### config.mk
export PLATFORM = sky130hd
export DESIGN_NAME = sme_pe_scheduler
export DESIGN_NICKNAME = d
export VERILOG_FILES = /design/src/rtl/sme_pe_scheduler.sv
export SDC_FILE = /design/constraint.sdc
export NUM_CORES = 1
export LEC_CHECK = 0
export CAP_MARGIN = 40
export CORE_MARGIN = 4
export CORE_UTILIZATION = 25
export DETAILED_ROUTE_END_ITERATION = 7
export PLACE_DENSITY_LB_ADDON = 0.12
export SLEW_MARGIN = 5
export SYNTH_ARGS = -nofsm -noshare
export SYNTH_HDL_FRONTEND = slang
export SYNTH_SLANG_ARGS = --single-unit
export TNS_END_PERCENT = 50
### constraint.sdc
create_clock -name clk -period 3.24 [get_ports clk]
set_input_delay 0.648 -clock clk [delete_from_list [all_inputs] [get_ports clk]]
set_output_delay 0.648 -clock clk [all_outputs]
set_load 0.02 [all_outputs]
### src/rtl/sme_pe_scheduler.sv
// Round-based scheduler for the SME PE array: issues NUM_PE positions per round and
// reduces each round's hits through the min-index comparator. Optional WAIT_PE watchdog: SME_PE_TIMEOUT_EN.
module sme_pe_scheduler #(
  parameter int NUM_PE      = 8,
  parameter int ADDR_W      = 5,
  parameter int TIMEOUT_CYC = 255
) (
  input  logic                         clk,
  input  logic                         reset,
  input  logic                         start,
  input  logic [ADDR_W:0]              win_len,
  output logic [NUM_PE-1:0]            pe_start,
  output logic [NUM_PE*ADDR_W-1:0]     pe_pos,
  input  logic [NUM_PE-1:0]            pe_done,
  input  logic [NUM_PE-1:0]            pe_hit,
  output logic [NUM_PE*(ADDR_W+1)-1:0] cmp_result_vec,
  output logic                         cmp_valid,
  input  logic                         cmp_o_valid,
  input  logic [ADDR_W-1:0]            cmp_result,
  output logic                         busy,
  output logic                         res_valid,
  input  logic                         res_ready,
  output logic                         found,
  output logic [ADDR_W-1:0]            match_pos,
  output logic                         err
);

  localparam int LANE_W = ADDR_W + 1;

  typedef enum logic [2:0] {
    IDLE, DISPATCH, WAIT_PE, CMP_REQ, CMP_WAIT, CMP_RELEASE, RESULT
  } state_e;

  state_e              state_q;
  logic [ADDR_W:0]     winLen_q;
  logic [ADDR_W:0]     base_q;
  logic [NUM_PE-1:0]   done_q;
  logic [NUM_PE-1:0]   hit_q;
  logic                anyHit_q;
  logic [ADDR_W-1:0]   roundMin_q;

  logic [ADDR_W:0]     lanePos_d [NUM_PE];
  logic [NUM_PE-1:0]   laneActive_d;
  logic [ADDR_W+1:0]   nextBase_d;
  logic                lastRound_d;

`ifdef SME_PE_TIMEOUT_EN
  localparam int CNT_W = ($clog2(TIMEOUT_CYC + 1) > 8) ? $clog2(TIMEOUT_CYC + 1) : 8;
  logic [CNT_W-1:0] waitCnt_q;
  logic             err_q;
  assign err = err_q;
`else
  assign err = 1'b0;
`endif

  assign busy = (state_q != IDLE);

  // Positions are one bit wider than ADDR_W so the last round's tail lanes compare correctly against win_len.
  always_comb begin
    for (int k = 0; k < NUM_PE; k++) begin
      lanePos_d[k]    = base_q + LANE_W'(k);
      laneActive_d[k] = (lanePos_d[k] < winLen_q);
    end
    nextBase_d  = {1'b0, base_q} + (ADDR_W+2)'(NUM_PE);
    lastRound_d = (nextBase_d >= {1'b0, winLen_q});
  end

  always_ff @(posedge clk) begin
    if (reset) begin
      state_q        <= IDLE;
      winLen_q       <= '0;
      base_q         <= '0;
      done_q         <= '0;
      hit_q          <= '0;
      anyHit_q       <= 1'b0;
      roundMin_q     <= '0;
      pe_start       <= '0;
      pe_pos         <= '0;
      cmp_result_vec <= '0;
      cmp_valid      <= 1'b0;
      res_valid      <= 1'b0;
      found          <= 1'b0;
      match_pos      <= '0;
`ifdef SME_PE_TIMEOUT_EN
      waitCnt_q      <= '0;
      err_q          <= 1'b0;
`endif
    end else begin
      pe_start <= '0;
      case (state_q)
        IDLE: begin
          if (start) begin
            winLen_q <= win_len;
            base_q   <= '0;
`ifdef SME_PE_TIMEOUT_EN
            err_q    <= 1'b0;
`endif
            if (win_len == '0) begin
              found     <= 1'b0;
              match_pos <= '0;
              res_valid <= 1'b1;
              state_q   <= RESULT;
            end else begin
              state_q <= DISPATCH;
            end
          end
        end

        // Inactive lanes start out done so they never hold up the round.
        DISPATCH: begin
          pe_start <= laneActive_d;
          for (int k = 0; k < NUM_PE; k++) begin
            pe_pos[k*ADDR_W +: ADDR_W] <= lanePos_d[k][ADDR_W-1:0];
          end
          done_q  <= ~laneActive_d;
          hit_q   <= '0;
`ifdef SME_PE_TIMEOUT_EN
          waitCnt_q <= '0;
`endif
          state_q <= WAIT_PE;
        end

        WAIT_PE: begin
          for (int k = 0; k < NUM_PE; k++) begin
            if (pe_done[k] && !done_q[k]) begin
              done_q[k] <= 1'b1;
              hit_q[k]  <= pe_hit[k];
            end
          end
          if (&done_q) state_q <= CMP_REQ;
`ifdef SME_PE_TIMEOUT_EN
          else if (waitCnt_q == CNT_W'(TIMEOUT_CYC)) begin
            done_q  <= '1;
            err_q   <= 1'b1;
            state_q <= CMP_REQ;
          end else begin
            waitCnt_q <= waitCnt_q + 1'b1;
          end
`endif
        end

        // {~hit, pos} makes any hit sort below every miss; idle lanes are all-ones so they never win.
        CMP_REQ: begin
          for (int k = 0; k < NUM_PE; k++) begin
            cmp_result_vec[k*LANE_W +: LANE_W] <= laneActive_d[k] ?
                {~hit_q[k], lanePos_d[k][ADDR_W-1:0]} : {LANE_W{1'b1}};
          end
          anyHit_q  <= |hit_q;
          cmp_valid <= 1'b1;
          state_q   <= CMP_WAIT;
        end

        CMP_WAIT: begin
          if (cmp_o_valid) begin
            roundMin_q <= cmp_result;
            cmp_valid  <= 1'b0;
            state_q    <= CMP_RELEASE;
          end
        end

        CMP_RELEASE: begin
          if (!cmp_o_valid) begin
            if (anyHit_q) begin
              found     <= 1'b1;
              match_pos <= roundMin_q;
              res_valid <= 1'b1;
              state_q   <= RESULT;
            end else if (lastRound_d) begin
              found     <= 1'b0;
              match_pos <= '0;
              res_valid <= 1'b1;
              state_q   <= RESULT;
            end else begin
              base_q  <= nextBase_d[ADDR_W:0];
              state_q <= DISPATCH;
            end
          end
        end

        RESULT: begin
          if (res_ready) begin
            res_valid <= 1'b0;
            found     <= 1'b0;
            match_pos <= '0;
            state_q   <= IDLE;
          end
        end

        default: state_q <= IDLE;
      endcase
    end
  end

endmodule

-- Word-level counts from Yosys, hierarchy flattened
Index checks and enable logic that the tools add are counted.
- mux-type cells: 62
- $lt $le $gt $ge: 9
- add/sub/neg operators: 8
- reduce and logical (&&, ||, !) cells: 40
- equality and inequality tests: 23
- bitwise gates (word level): 10
- operator list (operator ; number):
    $mux W6 ; 12
    $lt A6 B6 Y1 ; 8
    $ne A2 B2 Y1 const B ; 16
    $pmux W8 S2 ; 2
    $mux W5 ; 6
    $mux W1 ; 28
    $add A6 B3 Y6 const B ; 4
    $mux W3 ; 8
    $reduce_and A2 Y1 ; 11
    $pmux W3 S7 ; 1
    $pmux W5 S3 ; 1
    $add A6 B2 Y6 const B ; 2
    $pmux W6 S2 ; 1
    $reduce_and A5 Y1 ; 2
    $eq A3 B3 Y1 const B ; 3
    $not A1 Y1 ; 9
    $logic_and A1 B1 Y1 ; 8
    $logic_not A1 Y1 ; 8
    $not A8 Y8 ; 1
    $reduce_and A8 Y1 ; 1
    $reduce_or A8 Y1 ; 1
    $add A6 B4 Y7 const B ; 1
    $ge A7 B6 Y1 ; 1
    $add A6 B1 Y6 const B ; 1
    other kinds (11) ; 16
- register bits after elaboration: 141
- output and inout bits: 106
- logic and storage cells: 180

-- Logic depth before layout (Yosys ltp)
Gate-level depths: netlist (run 1).
- word-level depth: 6
- depth in mapped cells: 9

-- Least setup slack after synthesis (run 1)
No wires, ideal clock.
- path kind: register to register
- start point: reg base_q[4]
- end point: reg base_q[5]
- buffers on the path: 0
- cell stages (with the launch flop): 10
- setup slack: 0.988 ns
- data required time: 3.110 ns
- arrival time: 2.122 ns
- cell sequence: dfxtp_1 ha_1 nand2b_1 nand2_1 ha_1 a211o_1 a31oi_2 a21boi_0 nor3_1 o21ai_0
- cells in the longest elaborated chain, start to end: 5
- elaborated cells on any way between the ends: 8
- classes of those cells: 1 x add/sub; 1 x order compare; 1 x eq/ne; 4 x mux; 1 x reduce/logical
- RTL lines (what ; RTL line ; source):
    start, declared ; 36 ; logic [ADDR_W:0] base_q;
    start signal, assigned ; 174 ; base_q <= nextBase_d[ADDR_W:0];
    $add A6 B4 Y7 (*) ; 64 ; nextBase_d = {1'b0, base_q} + (ADDR_W+2)'(NUM_PE);
    branches (longest 4 deep; another with $ge A7 B6 Y1) ; n/a ;
Mark *: on every way between the ends. The select of a mux whose other input is x is not followed.
A chain may end at the register's enable or synchronous reset.

-- Worst setup path in the final report (run 1)
Same ends and word-level chain as after synthesis.

==> impl_results.md, run 1 <==
- Antenna diode count: 0
- Number of max-slew violations in the final report: 0
- Minimum clock period after layout: between 2 and 3 ns
- Number of global-route vias before repair: approximately 3,700
- Number of failing setup endpoints in the final timing report: 0
- Syn Std Cell Area: ~4300 µm²
- Yosys warning count: 0
- Slack of the worst reg-to-reg path: 0.61 ns
- Number of antenna violations at the first check in global routing: 0
- Final wirelength: 12,600 µm
- TritonCTS clock tree: yes
- DR vias/cell: about 4.6
- Most frequent cells in the layout: sky130_fd_sc_hd__clkdlybuf4s50_1 (123), sky130_fd_sc_hd__nor2_1 (95), sky130_fd_sc_hd__dfxtp_1 (94), sky130_fd_sc_hd__nand2_1 (32), sky130_fd_sc_hd__a21oi_1 (19)
- Actual slew at the worst max-slew pin: approximately 0.63 ns
- Setup crit end kind: flop
- Pin count of the biggest net entering global routing: between 40 and 50
- Required time reported for the critical path endpoint: approximately 3.5 ns
- Worst setup margin: just over 0.6 ns
- Launch instance of the worst min-delay path: cmp_result_vec[18]
- Core box area: around 17,000 µm²
- HPWL after detailed placement: about 9300 µm
- Leading cell type in the layout, fill and taps excluded: sky130_fd_sc_hd__clkdlybuf4s50_1
- Hold Fails Final Rpt: 0
- Aggregate global routing overflow: 0
- Max Fanout on Critical Path: 8
- Slowest library cell on the worst path: sky130_fd_sc_hd__dfxtp_1
- Proportion of synthesized chip area in sequential cells: between 40% and 50%
- Global-route usage over all layers: 13.3%
- Leakage power total: 2.02 nW
- Standard-cell row count: 47
- Critical path cell sequence: ha_1 -> nand2b_1 -> nand2_1 -> ha_1 -> a211o_1 -> a31oi_2 -> a21boi_0 -> nor3_1 -> o21ai_0
- Most frequent cell on the critical path: sky130_fd_sc_hd__ha_1
- Post-route clock skew: between 0.007 and 0.008 ns
- Maximum capacitance violations: 0
- Reg2reg start: base_q[4]
- Number of levels the H-tree was split into: 3
- Drt wl/cell: approximately 16 µm
- Layout Nets: a little over 600
- Resize count post-CTS: 0
- Number of instances in the synthesized netlist: between 400 and 500
- Clock transition at the registers of the reported paths: 0.06 ns
- I/O Pins: ~140
- Die height: between 100 and 150 µm
- Share of post-route cells with drive strength above 1: between 7 and 8%
- Width of the chip: between 100 and 150 µm
- Core occupancy in the finished layout: around a third
- Clock root buffer master: sky130_fd_sc_hd__clkbuf_16
- Number of buffers inserted by port buffering: roughly 120
- Number of vias in the routed layout: between 3,000 and 4,000
- Worst Reg-to-Reg Cells: 9
- Num Clock Sinks: 94
- Worst Hold End: cmp_result_vec[18]
- Synth Flop Type: sky130_fd_sc_hd__dfxtp_1
- Worst setup SP type: flop
- Final period util: between 80% and 90%
- Final weighted congestion in routability-driven placement: around 0.78
- Post-synth EDFFs: 0
- Post CTS Setup Buffer Count: 0
- Number of buffers added to fix hold violations after cts: 0
- Library cells used by synthesis: between 50 and 60
- Worst Path Arrival: approximately 2.9 ns
- Result of the run: completed
- Timing-limited maximum frequency: between 300 and 400 MHz
- RSZ-0062 raised after global routing: false
- Number of detailed-routing iterations run before antenna repair: 4
- Starting Density: between 20% and 30%
- Register bit count reported by yosys: 94
- FF-to-FF End: base_q[5]
- Area growth from synthesis to layout: 33.2%
- Placement Setup Slack: between 0.6 and 0.7 ns
- Largest voltage drop on the vdd net: 0.000360 V
- Power per cell area: roughly 690 nW/µm²
- Cell depth of the worst hold path: 2
- Cell area after layout: 5720 µm²
- Post-route setup TNS: 0 ns
- Critical path start-end classification: reg2reg
- Number of buffers inserted during clock tree synthesis: 9
- Worst rel slew slack: between 50% and 60%
- Post-synthesis async set-or-reset flop share: 0%
- DIE AREA: approximately 19,000 µm²
- Worst stage delay on the critical path: ~0.51 ns
- # DRC: 0
- Worst hold path class: reg2reg
- Mean Syn Cell Area: roughly 8.6 µm²
- Worst hold-check slack: 0.468 ns
- Later-pin clock latency in the skew report: around 0.35 ns
- Area after DPL: approximately 5400 µm²
- First-iteration detailed-routing DRC count: 231
- Clock tree buffer depth: 2
- Global-route wire length before repair: 20,400 µm
- Remaining number of nets flagged by the antenna check after routing: 0
## stage by stage
| stage | instances | power (W) |
|---|---|---|
| 2_1_floorplan | 509 | 0.00246 |
| 3_3_place_gp | 785 | 0.00297 |
| 3_5_place_dp | 785 | 0.00297 |
| 4_1_cts | 801 | 0.00401 |
| 5_1_grt | 801 | 0.00419 |
| 6_report | 801 | 0.00394 |
## where the power goes
group | switching, W | internal [W]
Clock | 0.000463 | 0.000546
Sequential | 0.000159 | 0.00133
Combinational | 0.000843 | 0.000604
## cells by family (layout without fill, tap and decap cells)
kind of cell	after synthesis	after routing	synth area share [%]
flops	94	94	43.8
fa+ha+maj	12	12	3.50
compound gates	107	107	17.3
simple gates	193	193	21.9
buf+inv	82	154	11.5
mux	8	8	1.86
other cells	1	13	0.0873
## per-layer routing
layer | up-vias | global-route usage (%) | part of all wire [%]
met5 | - | 0 | 0
met4 | 0 | 6.02 | 2.9
met3 | 18 | 3.97 | 5.7
met2 | 130 | 20.0 | 43
met1 | 1730 | 17.6 | 48
li1 | 1832 | - | -
## worst max-delay path by stage
stage,cells past startpoint,end,slack [ns],startpoint
final,9,base_q[5],0.61,base_q[4]
after global routing,9,base_q[5],0.41,base_q[4]
after CTS,9,base_q[5],0.59,base_q[4]
after detailed placement,6,match_pos[1],0.60,win_len[0]
after global placement,6,match_pos[0],0.66,win_len[0]
after floorplan,9,base_q[5],0.99,base_q[4]
## critical path: cells and delay by family, from the launching register on
family | cells | cell delay [ns]
adder cells (fa/ha/maj) | 2 | 0.52
flip-flops | 1 | 0.51
AO/OA/AOI/OAI | 4 | 0.90
AND/OR/NAND/NOR | 3 | 0.56
## synthesized netlist by cell type, drive strengths merged, types with 2 or more instances
cell	n	area, µm²
nor3	11	71.3
or2	4	25.0
a211oi	17	133
nor2	97	369
nand3	3	15.0
o211ai	10	75.1
a311oi	4	52.6
nor4	4	25.0
dfxtp	94	1880
o21bai	2	15.0
nand2	32	120
o21ai	14	70.1
a21o	6	45.0
nand2b	14	87.6
o21a	4	30.0
ha	12	150
a211o	2	17.5
inv	6	22.5
a21oi	19	95.1
a31oi	3	25.0
nor2b	5	31.3
mux2i	8	80.1
nand3b	2	15.0
nand4	2	12.5
or3	2	17.5
nand4b	8	70.1
o22ai	18	113
clkbuf	22	82.6
buf	54	389
## state kept, by name, summed over array words and instances, names as in the netlist
name / cells
cmp_result_vec: 40
done_q: 8
hit_q: 8
pe_start: 8
winLen_q: 6
match_pos: 5
roundMin_q: 5
pe_pos: 4
base_q: 3
state_q: 3
anyHit_q: 1
cmp_valid: 1
found: 1
res_valid: 1
## area by class of cell
type | instances | area, µm²
Clock inverter | 4 | 30.0
Sequential cell | 94 | 1880
Inverter | 6 | 22.5
Fill cell | 1724 | 11000
Multi-Input combinational cell | 333 | 1970
Clock buffer | 12 | 246
Tap cell | 220 | 275
Timing Repair Buffer | 132 | 1300
No activity file was read; power rests on OpenSTA's default activity.
==> run 2, diff against run 1 <==
Clock period 3.24 ns to 2.7 ns, I/O delays scaled along.
==> impl_results.md, run 2 (synthesis gave the netlist of run 1 again) <==
- Result of the run: completed
- Critical path cell sequence: ha_1 -> nand2b_1 -> nand2_1 -> ha_1 -> a211o_1 -> a31oi_2 -> a21boi_0 -> a2111oi_0 -> o21ai_0
- # DRC: 0
- Later-pin clock latency in the skew report: approximately 0.35 ns
- Worst rel slew slack: about three fifths
- Post-route setup TNS: 0 ns
- Internal portion of total power: approximately 0.003 W
- Number of antenna violations at the first check in global routing: 0
- Global-route usage over all layers: between 10% and 20%
- Critical path start-end classification: reg2reg
- HPWL after detailed placement: 9160 µm
- Core box area: around 17,000 µm²
- Worst setup margin: ~0.25 ns
- Hold Fails Final Rpt: 0
- Number of buffers inserted by port buffering: between 100 and 150
- Setup crit end kind: flop
- Final wirelength: approximately 13,000 µm
- Number of detailed-routing iterations run before antenna repair: 6
- Register name with the most flops: cmp_result_vec
- Drt wl/cell: between 15 and 20 µm
- Most frequent cell on the critical path: sky130_fd_sc_hd__ha_1
- Share of post-route cells with drive strength above 1: 8.36%
- Share of power burned in registers: between 30% and 40%
- Number of global-route vias before repair: 3,595
- Final weighted congestion in routability-driven placement: between 0.7 and 0.8
- Num Clock Sinks: between 90 and 100
- Number of buffers inserted during clock tree synthesis: 9
- Starting Density: around 26%
- I/O Pins: roughly 140
- Worst hold path class: reg2reg
- Remaining number of nets flagged by the antenna check after routing: 0
- Slowest library cell on the worst path: sky130_fd_sc_hd__dfxtp_1
- Number of buffers added to fix hold violations after cts: 0
- Number of levels the H-tree was split into: 3
- DIE AREA: around 19,000 µm²
- Global-route wire length before repair: roughly 20,000 µm
- FF-to-FF End: state_q[2]
- Clock share of power: about 27%
- Layout Nets: 625
- Reported net switching power: 0.00179 W
- Worst setup SP type: flop
- Number of max-slew violations in the final report: 0
- Switching power as a share of total power: between 30% and 40%
- Fill cell count: 1,735
- RSZ-0062 raised after global routing: false
- Required time reported for the critical path endpoint: a little under 3 ns
- Actual slew at the worst max-slew pin: about 0.61 ns
- Worst Reg-to-Reg Cells: 9
- Largest register FFs: 40
- Slack of the worst reg-to-reg path: 0.25 ns
- Minimum clock period after layout: 2.45 ns
- Die height: ~140 µm
- Clock tree buffer depth: 2
- Width of the chip: between 100 and 150 µm
- DR vias/cell: around 4.6
- Leading cell type in the layout, fill and taps excluded: sky130_fd_sc_hd__clkdlybuf4s50_1
- First-iteration detailed-routing DRC count: ~210
- Cell depth of the worst hold path: 2
- Launch instance of the worst min-delay path: roundMin_q[0]
- Largest voltage drop on the vdd net: 0.000395 V
- Max Fanout on Critical Path: 8
- Clock transition at the registers of the reported paths: ~0.070 ns
- Worst Path Arrival: between 2 and 3 ns
- Number of failing setup endpoints in the final timing report: 0
- Maximum capacitance violations: 0
- Power per cell area: approximately 840 nW/µm²
- TritonCTS clock tree: yes
- Placement Setup Slack: ~0.14 ns
- Worst stage delay on the critical path: around 0.51 ns
- Aggregate global routing overflow: 0
- Number of vias in the routed layout: about 3,700
- Final period util: around 91%
- Leakage power total: slightly above 2 nW
- Area growth from synthesis to layout: 35.1%
- Most frequent cells in the layout: sky130_fd_sc_hd__clkdlybuf4s50_1 (123), sky130_fd_sc_hd__nor2_1 (95), sky130_fd_sc_hd__dfxtp_1 (94), sky130_fd_sc_hd__nand2_1 (32), sky130_fd_sc_hd__a21oi_1 (19)
- Gate power share: between 30% and 40%
- Pin count of the biggest net entering global routing: between 50 and 60
- Standard-cell row count: 47
- Timing-limited maximum frequency: 408 MHz
- Worst Hold End: match_pos[0]
- Antenna diode count: 0
- Reg2reg start: base_q[3]
- Clock root buffer master: sky130_fd_sc_hd__clkbuf_16
- Post-route clock skew: about 0.0084 ns
[run 2: cell types whose count changed in the layout (fill, tap and decap cells not counted), sizes merged]
| cell | before | now |
|---|---|---|
| buf | 9 | 14 |
| clkbuf | 12 | 9 |
| bufinv | 0 | 1 |
| clkinvlp | 1 | 2 |
| inv | 8 | 9 |
[run 2: layout make-up]
| type | count | area (µm²) | share of cell area, % |
|---|---|---|---|
| tap | 220 | 275 | 4.74 |
| clock inverter | 7 | 78.8 | 1.36 |
| inverter | 6 | 22.5 | 0.388 |
| sequential | 94 | 1880 | 32.4 |
| multi-input combinational | 333 | 1970 | 34.0 |
| timing repair buffer | 137 | 1350 | 23.2 |
| clock buffer | 9 | 225 | 3.88 |
[run 2: repair_timing]
item | 4_1_cts | 5_1_grt
buffers inserted | 0 | 1
gates resized for setup | 0 | 1
setup endpoints to repair | 0 | 2
[run 2: power groups by stage]
| stage | Sequential [W] | Combinational (W) | Clock (W) |
|---|---|---|---|
| CTS | 0.00179 | 0.00180 | 0.00136 |
| finish | 0.00178 | 0.00179 | 0.00131 |
| global placement | 0.00181 | 0.00180 | 0 |
| detailed placement | 0.00182 | 0.00180 | 0 |
| floorplan | 0.00187 | 0.00108 | 0 |
| global route | 0.00182 | 0.00195 | 0.00141 |
[run 2: worst max path at each step]
stage,from,end,slack (ns),cells after the start
after floorplan,base_q[4],base_q[5],0.45,9
after global placement,win_len[0],match_pos[2],0.21,6
after detailed placement,win_len[0],match_pos[2],0.14,6
after CTS,base_q[3],base_q[5],0.16,9
after global routing,base_q[3],state_q[2],0.07,9
final,base_q[3],state_q[2],0.25,9
[run 2: per-layer routing]
metal	GRT usage, %	wire length (µm)	vias to the layer above
li1	-	-	1840
met4	5.87	318	0
met5	0	0	-
met1	18.1	6060	1700
met3	3.21	807	17
met2	18.6	5340	135
[run 2: critical path, delay by kind of cell, from the launching register on]
kind / cells / cell delay, ns
AND/OR/NAND/NOR: 2 / 0.18
flip-flops: 1 / 0.51
adder cells (fa/ha/maj): 2 / 0.51
AO/OA/AOI/OAI: 5 / 1.14
[run 2: stage by stage]
| step | instances | instance area [µm²] | power, W | util (%) | hold WS, ns |
|---|---|---|---|---|---|
| 4_1_cts | 805 | 5790 | 0.00495 | 34.7 | 0.471 |
| 3_3_place_gp | 789 | 5490 | 0.00361 | 32.9 | 0.445 |
| 2_1_floorplan | 509 | 4340 | 0.00296 | - | 0.424 |
| 6_report | 806 | 5800 | 0.00488 | 34.8 | 0.463 |
| 5_1_grt | 806 | 5800 | 0.00518 | 34.8 | 0.491 |
| 3_5_place_dp | 789 | 5490 | 0.00361 | 32.9 | 0.453 |
